File: config.mk
export PLATFORM = sky130hd
export DESIGN_NAME = skolem_sweep_ctrl_flat
export DESIGN_NICKNAME = d
export VERILOG_FILES = /design/src/rtl/skolem_sweep_ctrl_pkg.sv /design/src/rtl/skolem_sweep_ctrl_if.sv /design/src/rtl/skolem_sweep_ctrl_settle_timer.sv /design/src/rtl/skolem_sweep_ctrl.sv /design/src/flat_wrapper.sv
export SDC_FILE = /design/constraint.sdc
export NUM_CORES = 1
export LEC_CHECK = 0
export ABC_AREA = 1
export ABC_CLOCK_PERIOD_IN_PS = 2600
export BUFFER_PORTS_ARGS = -buffer_cell sky130_fd_sc_hd__clkbuf_2
export CELL_PAD_IN_SITES_DETAIL_PLACEMENT = 0
export CELL_PAD_IN_SITES_GLOBAL_PLACEMENT = 2
export CORE_ASPECT_RATIO = 1.4
export CORE_UTILIZATION = 33
export DETAILED_ROUTE_END_ITERATION = 6
export HOLD_SLACK_MARGIN = 0.03
export PLACE_DENSITY = 0.84
export SYNTH_ARGS = -nofsm -noshare
export SYNTH_HDL_FRONTEND = slang
export SYNTH_SLANG_ARGS = --single-unit
File: constraint.sdc
create_clock -name clk -period 2.6 [get_ports clk]
set_input_delay 0.39 -clock clk [delete_from_list [all_inputs] [get_ports clk]]
set_output_delay 0.39 -clock clk [all_outputs]
set_load 0.01 [all_outputs]
File: src/rtl/skolem_sweep_ctrl_pkg.sv
// Shared types and helpers for the Skolem sweep controller.
//   sweep_state_t : controller state encoding
//   cnt_width()   : result-counter width able to hold 2^n
//   SETTLE_MIN    : smallest legal settle time per WAIT state
package skolem_pkg;

  typedef enum logic [2:0] {
    StIdle,
    StWaitSk,
    StWaitPhi,
    StWaitAlt,
    StNext,
    StDone
  } sweep_state_t;

  localparam int unsigned SETTLE_MIN = 1;

  // One extra bit so a full sweep of 2^n points never wraps.
  function automatic int unsigned cnt_width(input int unsigned n);
    return n + 1;
  endfunction

endpackage

File: src/rtl/skolem_sweep_ctrl_if.sv
// Evaluation bus between the sweep controller and the external blocks.
//   x   : current universal assignment (to Skolem block and formula block)
//   y   : existential value presented to the formula block
//   sk  : Skolem block output
//   phi : formula evaluation of (x, y)
// master = controller side, slave = Skolem/formula side.
interface skolem_sweep_ctrl_if #(
  parameter int unsigned N = 8
) ();
  logic [N-1:0] x;
  logic         y;
  logic         sk;
  logic         phi;

  modport master (output x, output y, input sk, input phi);
  modport slave  (input x, input y, output sk, output phi);
endinterface

File: src/rtl/skolem_sweep_ctrl_settle_timer.sv
// Loadable down-counter timing each WAIT state.
//   clk, rst_n : clock, async active-low reset
//   load_i     : reload on entry to a WAIT state
//   last_o     : high on the final cycle of the WAIT state
module settle_timer #(
  parameter int unsigned SETTLE = 1
) (
  input  logic clk,
  input  logic rst_n,
  input  logic load_i,
  output logic last_o
);
  import skolem_pkg::*;

  localparam int unsigned SettleEff = (SETTLE < SETTLE_MIN) ? SETTLE_MIN : SETTLE;
  localparam int unsigned W = $clog2(SettleEff + 1);
  // Counts SettleEff-1 down to 0; zero marks the last cycle.
  localparam logic [W-1:0] LoadVal = W'(SettleEff - 1);
  localparam logic [W-1:0] One = W'(1);

  logic [W-1:0] cnt_d, cnt_q;

  always_comb begin
    cnt_d = cnt_q;
    if (load_i) begin
      cnt_d = LoadVal;
    end else if (cnt_q != '0) begin
      cnt_d = cnt_q - One;
    end
  end

  always_ff @(posedge clk or negedge rst_n) begin
    if (!rst_n) begin
      cnt_q <= '0;
    end else begin
      cnt_q <= cnt_d;
    end
  end

  assign last_o = (cnt_q == '0);

endmodule

File: src/rtl/skolem_sweep_ctrl.sv
// Exhaustive checker of a Skolem function against its source formula.
// Walks x over all 2^N assignments, feeds y = sk into the formula block and,
// when phi fails, retries with y = ~sk to tell Skolem failures apart from
// points where no y exists.
//   clk, rst_n       : clock, async active-low reset
//   start_i          : begin sweep (only in IDLE/DONE)
//   abort_i          : synchronous abort to IDLE, highest priority
//   stop_on_fail_i   : end at first Skolem failure (latched at start)
//   bus              : x/y out, sk/phi in
//   busy_o, done_o   : status
//   pass/fail/unreal : result counters
//   cex_*            : first failing point
module skolem_sweep_ctrl
  import skolem_pkg::*;
#(
  parameter int unsigned N      = 8,
  parameter int unsigned SETTLE = 1,
  parameter int unsigned CNT_W  = cnt_width(N)
) (
  input  logic                 clk,
  input  logic                 rst_n,
  input  logic                 start_i,
  input  logic                 abort_i,
  input  logic                 stop_on_fail_i,
  skolem_sweep_ctrl_if.master  bus,
  output logic                 busy_o,
  output logic                 done_o,
  output logic [CNT_W-1:0]     pass_cnt_o,
  output logic [CNT_W-1:0]     fail_cnt_o,
  output logic [CNT_W-1:0]     unreal_cnt_o,
  output logic                 cex_valid_o,
  output logic [N-1:0]         cex_x_o,
  output logic                 cex_sk_o
);

  localparam logic [CNT_W-1:0] CntOne = CNT_W'(1);
  localparam logic [N-1:0]     XOne   = N'(1);

  sweep_state_t state_d, state_q;
  logic [N-1:0]     x_d, x_q, cex_x_d, cex_x_q;
  logic             y_d, y_q, sk_d, sk_q, stop_d, stop_q;
  logic             cex_valid_d, cex_valid_q, cex_sk_d, cex_sk_q;
  logic [CNT_W-1:0] pass_d, pass_q, fail_d, fail_q, unreal_d, unreal_q;
  logic             tmr_load, tmr_last;

  settle_timer #(
    .SETTLE (SETTLE)
  ) u_timer (
    .clk    (clk),
    .rst_n  (rst_n),
    .load_i (tmr_load),
    .last_o (tmr_last)
  );

  // Reload the timer whenever a WAIT state is entered.
  assign tmr_load = (state_d != state_q) &&
                    ((state_d == StWaitSk) || (state_d == StWaitPhi) || (state_d == StWaitAlt));

  always_comb begin
    state_d     = state_q;
    x_d         = x_q;
    y_d         = y_q;
    sk_d        = sk_q;
    stop_d      = stop_q;
    pass_d      = pass_q;
    fail_d      = fail_q;
    unreal_d    = unreal_q;
    cex_valid_d = cex_valid_q;
    cex_x_d     = cex_x_q;
    cex_sk_d    = cex_sk_q;

    if (abort_i) begin
      // Results stay readable after an abort.
      state_d = StIdle;
      x_d     = '0;
      y_d     = 1'b0;
    end else begin
      unique case (state_q)
        StIdle, StDone: begin
          if (start_i) begin
            pass_d      = '0;
            fail_d      = '0;
            unreal_d    = '0;
            cex_valid_d = 1'b0;
            cex_x_d     = '0;
            cex_sk_d    = 1'b0;
            x_d         = '0;
            stop_d      = stop_on_fail_i;
            state_d     = StWaitSk;
          end
        end
        StWaitSk: begin
          if (tmr_last) begin
            sk_d    = bus.sk;
            y_d     = bus.sk;
            state_d = StWaitPhi;
          end
        end
        StWaitPhi: begin
          if (tmr_last) begin
            if (bus.phi) begin
              pass_d  = pass_q + CntOne;
              state_d = StNext;
            end else begin
              y_d     = ~sk_q;
              state_d = StWaitAlt;
            end
          end
        end
        StWaitAlt: begin
          if (tmr_last) begin
            if (bus.phi) begin
              fail_d = fail_q + CntOne;
              if (!cex_valid_q) begin
                cex_valid_d = 1'b1;
                cex_x_d     = x_q;
                cex_sk_d    = sk_q;
              end
              state_d = stop_q ? StDone : StNext;
            end else begin
              unreal_d = unreal_q + CntOne;
              state_d  = StNext;
            end
          end
        end
        StNext: begin
          if (&x_q) begin
            state_d = StDone;
          end else begin
            x_d     = x_q + XOne;
            state_d = StWaitSk;
          end
        end
        default: state_d = StIdle;
      endcase
    end
  end

  always_ff @(posedge clk or negedge rst_n) begin
    if (!rst_n) begin
      state_q     <= StIdle;
      x_q         <= '0;
      y_q         <= 1'b0;
      sk_q        <= 1'b0;
      stop_q      <= 1'b0;
      pass_q      <= '0;
      fail_q      <= '0;
      unreal_q    <= '0;
      cex_valid_q <= 1'b0;
      cex_x_q     <= '0;
      cex_sk_q    <= 1'b0;
    end else begin
      state_q     <= state_d;
      x_q         <= x_d;
      y_q         <= y_d;
      sk_q        <= sk_d;
      stop_q      <= stop_d;
      pass_q      <= pass_d;
      fail_q      <= fail_d;
      unreal_q    <= unreal_d;
      cex_valid_q <= cex_valid_d;
      cex_x_q     <= cex_x_d;
      cex_sk_q    <= cex_sk_d;
    end
  end

  assign bus.x        = x_q;
  assign bus.y        = y_q;
  assign busy_o       = (state_q != StIdle) && (state_q != StDone);
  assign done_o       = (state_q == StDone);
  assign pass_cnt_o   = pass_q;
  assign fail_cnt_o   = fail_q;
  assign unreal_cnt_o = unreal_q;
  assign cex_valid_o  = cex_valid_q;
  assign cex_x_o      = cex_x_q;
  assign cex_sk_o     = cex_sk_q;

endmodule

File: src/flat_wrapper.sv
// flat-port wrapper written by rule: the top's interface ports become plain ports
module skolem_sweep_ctrl_flat import skolem_pkg::*;
#(
  parameter int unsigned N      = 8,
  parameter int unsigned SETTLE = 1,
  parameter int unsigned CNT_W  = cnt_width(N)
)
  (clk, rst_n, start_i, abort_i, stop_on_fail_i, busy_o, done_o, pass_cnt_o, fail_cnt_o, unreal_cnt_o, cex_valid_o, cex_x_o, cex_sk_o, bus_x, bus_y, bus_sk, bus_phi);
  skolem_sweep_ctrl_if #(.N(N)) bus_i ();
  input  logic clk;
  input  logic rst_n;
  input  logic start_i;
  input  logic abort_i;
  input  logic stop_on_fail_i;
  output logic busy_o;
  output logic done_o;
  output logic [CNT_W-1:0] pass_cnt_o;
  output logic [CNT_W-1:0] fail_cnt_o;
  output logic [CNT_W-1:0] unreal_cnt_o;
  output logic cex_valid_o;
  output logic [N-1:0] cex_x_o;
  output logic cex_sk_o;
  output wire logic [$bits(bus_i.x)-1:0] bus_x;
  output wire logic [$bits(bus_i.y)-1:0] bus_y;
  input wire logic [$bits(bus_i.sk)-1:0] bus_sk;
  input wire logic [$bits(bus_i.phi)-1:0] bus_phi;
  assign bus_x = bus_i.x;
  assign bus_y = bus_i.y;
  assign bus_i.sk = bus_sk;
  assign bus_i.phi = bus_phi;
  skolem_sweep_ctrl #(.N(N), .SETTLE(SETTLE), .CNT_W(CNT_W)) u_core (.clk(clk), .rst_n(rst_n), .start_i(start_i), .abort_i(abort_i), .stop_on_fail_i(stop_on_fail_i), .bus(bus_i), .busy_o(busy_o), .done_o(done_o), .pass_cnt_o(pass_cnt_o), .fail_cnt_o(fail_cnt_o), .unreal_cnt_o(unreal_cnt_o), .cex_valid_o(cex_valid_o), .cex_x_o(cex_x_o), .cex_sk_o(cex_sk_o));
endmodule
---- Word level (Yosys, flattened, before mapping) ----
Cells that the tools add are included.
word-level totals
  bits in registers ....................... 52
  input bits .............................. 7
  output and inout port bits .............. 48
  logic and storage cells ................. 105
operators by class
  $add $sub $neg .......................... 5
  equal/unequal tests ..................... 22
  mux-type cells .......................... 43
  bitwise gates (word level) .............. 3
  reduce and logical (&&, ||, !) cells .... 20
operator list
  kind                   number
  $mux W9                7
  $pmux W9 S2            3
  $mux W8                6
  $pmux W8 S2            2
  $add A9 B1 Y9 const B  3
  $mux W3                8
  $ne A3 B3 Y1 const B   6
  $pmux W3 S5            1
  $reduce_and A5 Y1      3
  $ne A2 B2 Y1 const B   7
  $mux W1                13
  $eq A3 B2 Y1 const B   4
  $reduce_and A3 Y1      3
  $reduce_bool A3 Y1     3
  $add A8 B1 Y8 const B  1
  $reduce_and A8 Y1      1
  $eq A3 B1 Y1 const B   2
  $eq A3 B3 Y1 const B   2
  $pmux W1 S2            3
  $reduce_and A6 Y1      1
  $reduce_and A4 Y1      1
  $reduce_bool A2 Y1     2
  $logic_not A3 Y1       1
  $ne A3 B3 Y1           1
  5 further kinds        9

---- Logic depth before layout (Yosys ltp) ----
  depth in word-level cells ............... 10
  depth in mapped cells ................... 9
  depth with buffers taken out ............ 9

---- Cells and area by module ----
From an unflattened synthesis, not the netlist that was laid out.
unflattened totals
  cells, all modules ...................... 387
  area total of the unflattened synthesis .. 2886.5 µm²
by module, submodules not included
  module             instances  cells each  area each (µm²)  sequential area each (µm²)
  skolem_sweep_ctrl  1          385         2875.3           1276.2
  settle_timer       1          2           11.3             0.0

---- Worst setup path before layout ----
OpenSTA, ideal clock, no wires.
  path type ............................... register to register
  from .................................... register u_core.x_q[0], in the netlist u_core.bus.x[0]
  to ...................................... register u_core.x_q[0], in the netlist u_core.bus.x[0]
  library setup time ...................... 0.116 ns
  arrival ................................. 1.262 ns
  required time ........................... 2.484 ns
  setup slack ............................. 1.222 ns
  cell stages (with the launch flop) ...... 9
  buffers on the path ..................... 0
  period minus slack after synthesis ...... 1.378 ns
  cells stage by stage .................... dfrtp_1 -> ha_1 -> nand2_1 -> nor2_1 -> nand3_1 -> nand3_1 -> nand2_1 -> nand2_1 -> nand2_1
between the ends
  word-level cells in the longest chain between the ends .. 4
RTL lines
  what                    line                      text
  from (decl)             skolem_sweep_ctrl.sv:40   logic [N-1:0] x_d, x_q, cex_x_d, cex_x_q;
  from (signal assigned)  skolem_sweep_ctrl.sv:142  x_q <= '0;
  from (signal assigned)  skolem_sweep_ctrl.sv:154  x_q <= x_d;
  $add A8 B1 Y8           skolem_sweep_ctrl.sv:130  x_d = x_q + XOne;
  $mux W8                 skolem_sweep_ctrl.sv:127  if (&x_q) begin
  $pmux W8 S2             skolem_sweep_ctrl.sv:78   unique case (state_q)
  $mux W8                 skolem_sweep_ctrl.sv:72   if (abort_i) begin
Parallel ways exist; a longest one is shown, timed or not. The select of a mux whose other input is x is not followed.
A chain may end at the register's enable or synchronous reset.

---- Worst setup path after layout ----
  from .................................... register u_core.state_q[0]
  to ...................................... register u_core.fail_q[5], in the netlist u_core.fail_cnt_o[5]
between the ends
  word-level cells in the longest chain between the ends .. 4
RTL lines
  what                                                                 line                      text
  from (decl)                                                          skolem_sweep_ctrl.sv:39   sweep_state_t state_d, state_q;
  from (signal assigned)                                               skolem_sweep_ctrl.sv:141  state_q <= StIdle;
  from (signal assigned)                                               skolem_sweep_ctrl.sv:153  state_q <= state_d;
  $eq A3 B3 Y1 or $logic_not A3 Y1 (tied branches)                     skolem_sweep_ctrl.sv:78
  $reduce_or A2 Y1                                                     skolem_sweep_ctrl.sv:78
  $ne A2 B2 Y1 (no source line) or $reduce_bool A2 Y1 (tied branches)  --
  $reduce_and A5 Y1 (no source line)                                   --
  to (signal assigned)                                                 skolem_sweep_ctrl.sv:159  fail_q <= fail_d;
  to (decl)                                                            skolem_sweep_ctrl.sv:43   logic [CNT_W-1:0] pass_d, pass_q, fail_d, fail_q, unreal_d, unreal_q;
Parallel ways exist; a longest one is shown, timed or not.

==> metrics.txt <==
CP Launch Type=flop; CTS tree=built; Residual DRC=0; drt wl/cell=12.7 um; Yosys top cell area share=43.4%; CTS buffer count=5; count of input and output buffers=54; Fin. Hold Viols=0; # diodes=0; remaining antenna violation count=0; Worst Setup End Kind=flop; r2r setup slk=0.70 ns; Chip Height=114 um; Syn Inst Count=423; Synth async-reset ratio=100%; initial drt markers=132; DRT Wirelength=7.47 mm; share of layout cells above drive strength 1=18.1%; Min Hold Slack=0.121 ns; clock slew at the register clock pins of the worst setup and hold paths=0.06 ns; first-pass GRT wire length=12.7 mm; RR Endpoint=u_core.fail_cnt_o[5]$_DFFE_PN0P_; unrepaired setup endpoints after global routing=no; largest net degree at the start of global routing=30; Worst-Margin Slew=0.662 ns; vias in the first global route=2666; Tightest Hold Check Type=input port to async pin; f_max=526 MHz; number of max-cap violations=0; post-synthesis compound-gate area fraction=7.27%; Root Buffer Master=clkbuf_16; GRT Util Overall=17.7%; routed vias=2735; combinational family with the most area after synthesis=simple AND/OR/NAND/NOR gates; top post-synthesis cells by area=dfrtp_1, nand2_1, nor2_1, nand3_1, inv_1; Area Overhead vs Synth=19.3%; clock latency on the worst-skew pair=0.29 ns; Post-DP HPWL=5.64 mm; Reg2Reg Depth=6; PwrDens=538 nW/um^2; # resized after CTS=0; Mapped Area=2940 sq um; status=complete, no violations; Mean Syn Cell Area=6.96 sq um; Synth Area in Simple Gates=40.6%; H-tree depth=2; CP required=2.79 ns; post-synthesis xor/xnor area fraction=0.595%; GRT overflow=0; GPL Wtd Cong=0.800; core area=8610 sq um; Fin Clk Skew=0.00635 ns; number of flops mapped to enable cells by yosys=0; Yosys top cell by area=dfrtp_1; leakage=1.78 nW; Tcrit/Tclk final=73.2%; setup bufs post-CTS=0; Netlist cell types=27; Main synth FF type=dfrtp_1; # clock sinks=51; hold_buf cts=0; post-synthesis mux area share=0%; crit path launch=u_core.state_q[0]$_DFF_PN0_; Crit Path Max Fanout=20; Initial DRT Pass Iterations=4; Ys Warns=0; Mapped Nets=434; FP Rows=40; Die X=81.8 um; Slew Limit Fails=0; final worst path period need=1.90 ns; Finish-stage setup viols=0; Synth Register Bits=51; critical path class=flop to flop; CTS max path bufs=2; Worst IR Drop VDD=0.000264 V; sequential-to-total area share from yosys stat=43.4%; CP endpoint=u_core.fail_cnt_o[5]$_DFFE_PN0P_; Nets=492; Vias/cell=4.67; Starting Density=34.2%; worst flop-to-flop path startpoint=u_core.state_q[0]$_DFF_PN0_; area share of fa/ha/maj cells after synthesis=1.70%; Slew HR=55.9%; Crit path arrival time=2.10 ns; IO Pins=55; die area=9300 sq um; Placed Cells=579; Post-Layout Cell Count=586; setup_tns=0 ns; initial antenna violation count=0
## sequential cells by signal (all words and copies together), names as in the netlist
register and cells:
u_core.fail_cnt_o 9, u_core.pass_cnt_o 9, u_core.unreal_cnt_o 9, u_core.bus.x 8, u_core.cex_x_o 8, u_core.state_q 3, u_core.bus.y 1, u_core.cex_sk_o 1
u_core.cex_valid_o 1, u_core.sk_q 1, u_core.stop_q 1
## layout make-up
cell class | count | area (sq um)
inverters | 43 | 161
repair buffers | 57 | 305
multi-input cells | 323 | 1480
fillers | 960 | 5100
clock inverters | 1 | 30.0
well taps | 105 | 131
clock buffers | 6 | 129
flip-flops and latches | 51 | 1280
## kinds of logic (layout without fill, tap and decap cells)
kind of cell | Yosys count | after routing
simple gates | 276 | 276
flops | 51 | 51
buf+inv | 49 | 107
compound gates | 41 | 41
fa+ha+maj | 4 | 4
xor+xnor | 2 | 2
## worst min path at each step
stage | start | endpoint | cells after the start
global route | rst_n | u_core.fail_cnt_o[6]$_DFFE_PN0P_ | 1
detailed placement | rst_n | u_core.fail_cnt_o[6]$_DFFE_PN0P_ | 1
floorplan | rst_n | u_core.bus.x[0]$_DFFE_PN0P_ | 0
CTS | rst_n | u_core.fail_cnt_o[6]$_DFFE_PN0P_ | 1
global placement | rst_n | u_core.fail_cnt_o[6]$_DFFE_PN0P_ | 1
finish | rst_n | u_core.fail_cnt_o[6]$_DFFE_PN0P_ | 1
## metal layers
metal	routed length, um	track usage, %
met1	3390	22.1
met2	3670	30.2
met3	232	2.48
met4	178	6.78
met5	0	0
## Yosys cell counts (3+ instances only)
cell type    n
a21oi_1     11
buf_2        5
dfrtp_1     51
ha_1         4
inv_1       39
inv_2        3
nand2_1    171
nand3_1     32
nand3_2      5
nand4_1      3
nor2_1      46
nor2_2       6
nor3_1       3
o21ai_0     22
o21ai_1      4
o21bai_1     3
## power breakdown
| group | total, W | internal (W) | leakage [nW] | switching [W] |
|---|---|---|---|---|
| Sequential | 0.000854 | 0.000822 | 0.707 | 0.0000317 |
| Clock | 0.000731 | 0.000450 | 0.0769 | 0.000282 |
| Combinational | 0.000301 | 0.0000813 | 0.997 | 0.000220 |
## per-stage QoR
stage | utilization, % | worst slack, ns | instance area, sq um | total power [W]
floorplan | - | 1.22 | 2940 | 0.00107
global placement | 38.9 | 0.792 | 3350 | 0.00117
detailed placement | 38.9 | 0.692 | 3350 | 0.00118
CTS | 40.8 | 0.675 | 3510 | 0.00192
global route | 40.8 | 0.409 | 3510 | 0.00199
finish | 40.8 | 0.697 | 3510 | 0.00189
## placed cells by master, fill, tap and decap left out, types with 4 or more instances in the layout
cell       count
o21ai_0       22
nor2_1        46
inv_1         39
dfrtp_1       51
nor2_2         6
o21ai_1        4
a21oi_1       11
clkbuf_16      5
clkbuf_2      54
nand3_2        5
nand3_1       32
nand2_1      171
ha_1           4
## critical path, cell delays in order (launching register included)
cell and delay, ns:
dfrtp_1 0.53, nor2_2 0.10, nand2_2 0.12, nand2_4 0.09, nand2_4 0.14, nand3_1 0.48
o21ai_0 0.34
(Power assumes the default switching activity.)
